`config.mk`:
```
export PLATFORM = sky130hd
export DESIGN_NAME = led_chase_sequencer
export DESIGN_NICKNAME = d
export VERILOG_FILES = /design/src/rtl/led_chase_sequencer.sv
export SDC_FILE = /design/constraint.sdc
export NUM_CORES = 1
export LEC_CHECK = 0
export CAP_MARGIN = 10
export CORE_UTILIZATION = 55
export CTS_CLUSTER_DIAMETER = 100
export DETAILED_ROUTE_END_ITERATION = 6
export PLACE_DENSITY = 0.83
export SYNTH_ARGS = -nofsm -noshare
export SYNTH_HDL_FRONTEND = slang
export SYNTH_SLANG_ARGS = --single-unit
```
`constraint.sdc`:
```
create_clock -name clk_in -period 3.8 [get_ports clk_in]
set_input_delay 0.76 -clock clk_in [delete_from_list [all_inputs] [get_ports clk_in]]
set_output_delay 0.76 -clock clk_in [all_outputs]
set_load 0.03 [all_outputs]
```
`src/rtl/led_chase_sequencer.sv`:
```
// led_chase_sequencer
// Moves a lit position along an addressable LED strip and hands each frame to
// the downstream cascade serializer through a start/finished handshake.
// Motion modes: bounce, wrap-forward, wrap-reverse and hold. Step size is
// programmable. The sequencer also supports pause, a graceful stop/resume, and
// a frame counter. Every output is registered. A frame runs IDLE -> TRANSMIT
// -> LATCH -> UPDATE -> TRANSMIT. Each frame is requested with a one-cycle
// start_cascade pulse.

module led_chase_sequencer #(
  parameter int NUM_LEDS          = 51,
  parameter int BASE_LATCH_CYCLES = 1000000,
  parameter int SPEED_W           = 4,
  parameter int STEP_W            = 4,
  parameter int POS_W             = $clog2(NUM_LEDS),
  parameter int LATCH_W           = $clog2(BASE_LATCH_CYCLES * (2 ** SPEED_W)) + 1
) (
  input  logic               clk_in,
  input  logic               rst_in,
  input  logic               start,
  input  logic               stop,
  input  logic               pause,
  input  logic [1:0]         mode,
  input  logic [SPEED_W-1:0] speed,
  input  logic [STEP_W-1:0]  step,
  input  logic               finished_cascade,
  output logic [POS_W-1:0]   position,
  output logic               start_cascade,
  output logic               direction,
  output logic               busy,
  output logic               frame_done,
  output logic [15:0]        frame_count
);

  // One extra bit of headroom keeps pos+step and pos+NUM_LEDS-step from
  // overflowing when NUM_LEDS sits just below a power of two.
  localparam int AW = POS_W + 1;
  localparam logic [AW-1:0] LAST_IDX  = AW'(NUM_LEDS - 1);
  localparam logic [AW-1:0] LED_COUNT = AW'(NUM_LEDS);

  localparam logic [1:0] MODE_BOUNCE    = 2'd0;
  localparam logic [1:0] MODE_WRAP_FWD  = 2'd1;
  localparam logic [1:0] MODE_WRAP_REV  = 2'd2;

  typedef enum logic [1:0] {
    IDLE     = 2'd0,
    TRANSMIT = 2'd1,
    LATCH    = 2'd2,
    UPDATE   = 2'd3
  } state_t;

  state_t state, state_next;

  logic [LATCH_W-1:0] latch_cnt, latch_cnt_next;
  logic [LATCH_W-1:0] latch_last, latch_last_next;
  logic [LATCH_W-1:0] latch_len;

  logic [POS_W-1:0]   position_next;
  logic               direction_next;
  logic               start_cascade_next;
  logic               busy_next;
  logic               frame_done_next;
  logic [15:0]        frame_count_next;

  logic [AW-1:0]      step_eff;
  logic [AW-1:0]      pos_ext;
  logic [AW-1:0]      pos_sum;
  logic [POS_W-1:0]   adv_pos;
  logic               adv_dir;

  // Condition the requested step: zero means one, and anything beyond the last index is clamped to it.
  always_comb begin
    step_eff = AW'(1);
    if (step == '0) begin
      step_eff = AW'(1);
    end else if (int'(step) > NUM_LEDS - 1) begin
      step_eff = LAST_IDX;
    end else begin
      step_eff = AW'(step);
    end
  end

  // Work out where the dot goes next for the current mode, using widened arithmetic so nothing wraps early.
  always_comb begin
    pos_ext = {1'b0, position};
    pos_sum = pos_ext + step_eff;
    adv_pos = position;
    adv_dir = direction;
    case (mode)
      MODE_BOUNCE: begin
        if (direction) begin
          if (pos_sum >= LAST_IDX) begin
            adv_pos = POS_W'(LAST_IDX);
            adv_dir = 1'b0;
          end else begin
            adv_pos = POS_W'(pos_sum);
          end
        end else begin
          if (pos_ext <= step_eff) begin
            adv_pos = '0;
            adv_dir = 1'b1;
          end else begin
            adv_pos = POS_W'(pos_ext - step_eff);
          end
        end
      end
      MODE_WRAP_FWD: begin
        if (pos_sum >= LED_COUNT) begin
          adv_pos = POS_W'(pos_sum - LED_COUNT);
        end else begin
          adv_pos = POS_W'(pos_sum);
        end
        adv_dir = 1'b1;
      end
      MODE_WRAP_REV: begin
        if (pos_ext >= step_eff) begin
          adv_pos = POS_W'(pos_ext - step_eff);
        end else begin
          adv_pos = POS_W'(pos_ext + LED_COUNT - step_eff);
        end
        adv_dir = 1'b0;
      end
      default: begin
        adv_pos = position;
        adv_dir = direction;
      end
    endcase
  end

  // Frame hold length scales linearly with speed; it is captured once as the latch phase begins.
  always_comb begin
    latch_len = LATCH_W'(BASE_LATCH_CYCLES) * (LATCH_W'(speed) + LATCH_W'(1));
  end

  // Next-state and next-output decode for the frame sequencer.
  always_comb begin
    state_next         = state;
    latch_cnt_next     = latch_cnt;
    latch_last_next    = latch_last;
    position_next      = position;
    direction_next     = direction;
    start_cascade_next = 1'b0;
    frame_done_next    = 1'b0;
    frame_count_next   = frame_count;

    case (state)
      IDLE: begin
        if (start) begin
          state_next         = TRANSMIT;
          start_cascade_next = 1'b1;
        end
      end
      TRANSMIT: begin
        // start_cascade is only high in the first TRANSMIT cycle, so it masks a finish arriving too early.
        if (finished_cascade && !start_cascade) begin
          state_next      = LATCH;
          latch_cnt_next  = '0;
          latch_last_next = latch_len - LATCH_W'(1);
        end
      end
      LATCH: begin
        if (!pause) begin
          if (latch_cnt == latch_last) begin
            frame_done_next  = 1'b1;
            frame_count_next = frame_count + 16'd1;
            latch_cnt_next   = '0;
            state_next       = stop ? IDLE : UPDATE;
          end else begin
            latch_cnt_next = latch_cnt + LATCH_W'(1);
          end
        end
      end
      UPDATE: begin
        position_next      = adv_pos;
        direction_next     = adv_dir;
        state_next         = TRANSMIT;
        start_cascade_next = 1'b1;
      end
      default: begin
        state_next = IDLE;
      end
    endcase

    busy_next = (state_next != IDLE);
  end

  // State register.
  always_ff @(posedge clk_in or posedge rst_in) begin
    if (rst_in) begin
      state <= IDLE;
    end else begin
      state <= state_next;
    end
  end

  // Registered datapath and outputs; direction resets to forward so the first run climbs from LED 0.
  always_ff @(posedge clk_in or posedge rst_in) begin
    if (rst_in) begin
      latch_cnt     <= '0;
      latch_last    <= '0;
      position      <= '0;
      direction     <= 1'b1;
      start_cascade <= 1'b0;
      busy          <= 1'b0;
      frame_done    <= 1'b0;
      frame_count   <= '0;
    end else begin
      latch_cnt     <= latch_cnt_next;
      latch_last    <= latch_last_next;
      position      <= position_next;
      direction     <= direction_next;
      start_cascade <= start_cascade_next;
      busy          <= busy_next;
      frame_done    <= frame_done_next;
      frame_count   <= frame_count_next;
    end
  end

endmodule

```
=== After elaboration in Yosys (flattened, before gate mapping) ===
Cells that the tools add are included.

* Register bits: 78
* Input bits: 16
* Output and inout bits: 26

* Add/sub/neg operators: 9
* Multiply operators: 1
* Magnitude comparators: 4
* Eq/ne operators: 8
* Muxes and demuxes: 26
* Bitwise logic cells: 1
* Reduce and logical (&&, ||, !) cells: 12

{| class="wikitable"
|+ Operator list
! kind !! number
|-
| two-way mux 25 bit || 3
|-
| one-hot mux 25 bit (2 select lines) || 1
|-
| two-way mux 6 bit || 5
|-
| adder 25 x 1 -> 25 bit (second input constant) || 1
|-
| == test 25 bit || 1
|-
| subtractor 25 x 1 -> 25 bit (second input constant) || 1
|-
| multiplier 14 x 5 -> 19 bit (first input constant) || 1
|-
| one-hot mux 6 bit (3 select lines) || 1
|-
| adder 16 x 1 -> 16 bit (second input constant) || 1
|-
| greater-or-equal comparator 7 x 6 -> 1 bit (second input constant) || 2
|-
| subtractor 6 bit || 2
|-
| two-way mux 2 bit || 5
|-
| one-hot mux 2 bit (4 select lines) || 1
|-
| adder 6 x 4 -> 7 bit || 1
|-
| greater-or-equal comparator 6 x 7 -> 1 bit || 1
|-
| <= comparator 6 x 7 -> 1 bit || 1
|-
| two-way mux 1 bit || 7
|-
| adder 6 bit (second input constant) || 1
|-
| == test 2 bit (second input constant) || 3
|-
| AND reduction 3 bit || 2
|-
| subtractor 6 bit (second input constant) || 1
|-
| adder 4 x 1 -> 5 bit (second input constant) || 1
|-
| == test 2 x 1 -> 1 bit (second input constant) || 2
|-
| zero test 2 bit || 2
|-
| other kinds (11) || 14
|}

=== Longest topological paths before layout ===
* Depth in word-level cells: 7
* Depth in mapped cells: 19
* Mapped depth without buffers: 17

=== Least setup slack after synthesis ===
OpenSTA, ideal clock, no wires.

* Path kind: input port to flip-flop
* From: in speed[0]
* To: reg latch_last[24]
* Data arrival time: 4977 ps
* Slack: -1309 ps
* Stages on the path: 17
* Path buffers: 1
* Cells stage by stage: ha_1 -> and3_1 -> clkbuf_1 -> inv_2 -> fa_1 -> inv_1 -> fa_1 -> inv_1 -> ha_1 -> ha_1 -> a2111o_1 -> a31o_2 -> a211o_1 -> a2111o_1 -> nor3_2 -> xnor2_1 -> o21ai_1

* Word-level cells in the longest chain between the ends: 3

{| class="wikitable"
|+ RTL lines
! item !! RTL line !! RTL
|-
| start: declaration || 24 || <nowiki>input logic [SPEED_W-1:0] speed,</nowiki>
|-
| adder 4 x 1 -> 5 bit || 132 || <nowiki>latch_len = LATCH_W'(BASE_LATCH_CYCLES) * (LATCH_W'(speed) + LATCH_W'(1));</nowiki>
|-
| multiplier 14 x 5 -> 19 bit || 132 ||
|-
| subtractor 25 x 1 -> 25 bit || 158 || <nowiki>latch_last_next = latch_len - LATCH_W'(1);</nowiki>
|-
| end signal: assignment || 209 || <nowiki>latch_last <= latch_last_next;</nowiki>
|-
| end: declaration || 55 || <nowiki>logic [LATCH_W-1:0] latch_last, latch_last_next;</nowiki>
|}

Every way passes these cells.
A chain may end at the register's enable or synchronous reset.

=== Worst setup path in the final report ===
* From: in speed[1]
* To: reg latch_last[24]

The elaborated chain is that of the path after synthesis.

==> results.py <==
metrics = {
    "sta": {
        "finalHoldWorstSlack_ns": 0.488,
        "relSlewSlack": 0.576,
        "rsz0062_at_grt": "true",
        "finClkSkew_ns": 0.00660,
        "layout_min_cycle_time_ns": 4.37,
        "setup_viol": 7,
        "tns_ns": -2.30,
        "min_period_over_period": 1.15,
        "finalWorstSetupSlack_ns": -0.568,
        "drv_slew": 0,
        "tightest_slew_ns": 0.634,
        "hold_violations": 0,
        "max_freq_mhz": 229,
    },
    "logic_synthesis": {
        "syn_area_per_cell_sq_um": 8.65,
        "synthCells": 721,
        "synth_top_cell_area_share": 0.289,
        "synth-seq-cells": 73,
        "synth-edff-count": 0,
        "synth_area_sq_um": 6230,
        "yosysWarnings": 0,
        "synth_top_area_cell": "dfrtp_1",
        "ys_types": 73,
        "synth-async-reset-ratio": 1.00,
        "ys.flop_type": "dfrtp_1",
        "synthTopCellsByArea": "dfrtp_1 (29%), ha_1 (11%), xnor2_1 (7.0%)",
        "synth_nets": 802,
        "synth_seq_area_share": 0.293,
    },
    "final_layout": {
        "fin_util": 0.746,
        "final_cell_mix": "buf_4 (107), nand2_1 (72), dfrtp_1 (72), inv_1 (52), nor2_1 (52)",
        "diodes": 0,
        "syn2layout_area_growth_pct": 30.8,
        "layout_commonest_cell": "buf_4",
        "multi_input_area_sq_um": 4360,
        "regArea_sq_um": 1830,
        "fin_cells": 1005,
        "fin_nets": 941,
        "fin_area_sq_um": 8160,
        "drive_gt1_frac": 0.224,
        "fill_cells": 744,
    },
    "floorplan": {
        "fp-row-count": 38,
        "core-area_sq_um": 10900,
        "die_w_um": 108,
        "initial_core_util": 0.570,
        "ios": 42,
        "die_h_um": 108,
        "dieArea_sq_um": 11800,
    },
    "placement": {
        "placed_cell_area_sq_um": 7670,
        "dp_cells": 979,
        "dpl.hpwl_mm": 12.5,
        "portBuffers": 41,
        "place.gp.congestion": 0.893,
    },
    "critical_path": {
        "cp_cell_sequence": "buf_8 > and3_4 > xnor2_4 > inv_2 > fa_1 > inv_2 > fa_1 > inv_2 > ha_4 > ha_4 > a2111o_1 > o311a_1 > xor2_2 > a2111o_1 > nor3_2 > xnor2_1 > o21ai_1",
        "max_stage_delay_ns": 0.59,
        "critPathCaptureType": "flip-flop",
        "cpMaxStageDelayCell": "fa_1",
        "start_kind": "input pin",
        "worstRegToRegCells": 8,
        "path_class": "in2reg",
        "critical_path_required_ns": 4.00,
        "cp_common_cell": "inv_2",
        "path_max_fanout": 4,
        "cp.arrival_ns": 4.57,
    },
    "clock_tree": {
        "cts.reportedPaths.clkPinSlew_ns": 0.05,
        "cts_max_path_buffers": 2,
        "cts_buffers": 9,
        "clock_latency_ns": 0.33,
        "cts_root_buf": "clkbuf_16",
        "clock-sinks": 73,
        "cts_tree": "done",
        "cts_hold_buffers": 0,
        "cts_htree_levels": 3,
    },
    "pwr": {
        "ir_drop_mv": 0.458,
        "leakagePower_nw": 3.71,
        "power_density_nw_per_um2": 623,
    },
    "global_routing": {
        "antenna_found_initial": 0,
        "grt_start_max_net_pins": 36,
        "grt_overflow_total": 0,
        "grt_pass1_wl_mm": 27.5,
        "grtUsageTotal": 0.296,
        "grt_pass1_vias": 5917,
    },
    "drt": {
        "routed_wl_mm": 16.9,
        "num_vias": 5865,
        "dr.pass1.iters": 5,
        "first_iter_violations": 546,
        "wire_per_inst_um": 16.8,
        "route.detailed.drc": 0,
        "vias_per_cell": 5.84,
        "final_antenna_net_count": 0,
    },
    "status": {
        "violations": "negative setup slack",
        "status": "complete, but fails checks",
    },
    "min_path": {
        "worstHoldPathType": "reg2reg",
        "holdPathStages": 2,
    },
    "flow_run": {
        "drv_cap": 0,
    },
}
## flip-flops by register name, summed over array words and instances, names as in the netlist, 2 cells and up
name / flops
frame_count: 16
state: 2
latch_cnt: 25
latch_last: 20
position: 6
## synthesized netlist by cell type (all sizes together) (4+ instances only)
master	number
a211oi	6
a21boi	4
a21o	8
a21oi	28
a311oi	4
a31oi	4
and3	15
buf	7
clkbuf	18
dfrtp	72
fa	10
ha	55
inv	61
mux2i	7
nand2	73
nand2b	14
nand3	22
nand3b	9
nand4	12
nor2	56
nor2b	9
nor3	16
nor4	10
o21ai	38
or2	4
xnor2	51
xor2	38
## final cells by class
type | instances | area share
Timing Repair Buffer | 153 | 0.156
Clock inverter | 4 | 0.00337
Sequential cell | 73 | 0.224
Multi-Input combinational cell | 562 | 0.535
Tap cell | 140 | 0.0215
Clock buffer | 12 | 0.0314
Inverter | 61 | 0.0284
## per-stage QoR
stage / power, mW / setup WS [ns]
CTS: 4.86 / -0.605
finish: 5.08 / -0.568
global placement: 3.89 / -1.30
global route: 5.42 / -0.729
detailed placement: 3.99 / -1.38
floorplan: 2.92 / -0.897
## final timing paths
path / start / endpoint / slack, ns
worst max-delay path: speed[1] / latch_last[24] / -0.57
worst min-delay path: latch_last[15] / latch_last[15] / 0.49
worst max register to register: latch_cnt[10] / frame_count[15] / 0.73
worst min register to register: latch_last[15] / latch_last[15] / 0.49
max in group asynchronous: rst_in / latch_last[24] / 2.28
min in group asynchronous: rst_in / frame_count[10] / 0.79
## repair_timing
action                                  4_1_cts  5_1_grt
gates resized for setup                      33       26
endpoints found under the setup margin       11       12
setup buffers                                 4        6
hold endpoints to repair                      0        0
pin swaps                                    16       15
## where the power goes
part | switching [mW] | internal [mW]
Sequential | 0.191 | 0.932
Combinational | 1.66 | 1.51
Clock | 0.315 | 0.476
## kinds of logic after synthesis
logic type	synth area share
adders and majority gates	0.142
AOI/OAI and AO/OA	0.152
DFF	0.293
and+or+nand+nor	0.209
buffers and inverters	0.0538
xor gates and xnor gates	0.134
muxes	0.0167
## worst max-delay path, delay by kind of cell
| kind | cells | cell delay, ns |
|---|---|---|
| xor gates and xnor gates | 3 | 0.49 |
| AOI/OAI and AO/OA | 4 | 1.21 |
| adders and majority gates | 4 | 1.48 |
| buffers and inverters | 4 | 0.27 |
| and+or+nand+nor | 2 | 0.35 |
## per-layer routing
metal	wire, um	up-vias	share of wire	global-route usage
met5	0	-	0	0
met4	529	0	0.031	0.118
met3	763	48	0.045	0.0530
met2	8470	195	0.50	0.531
met1	7090	2827	0.42	0.348
li1	-	2795	-	-
(Power assumes the default switching activity.)
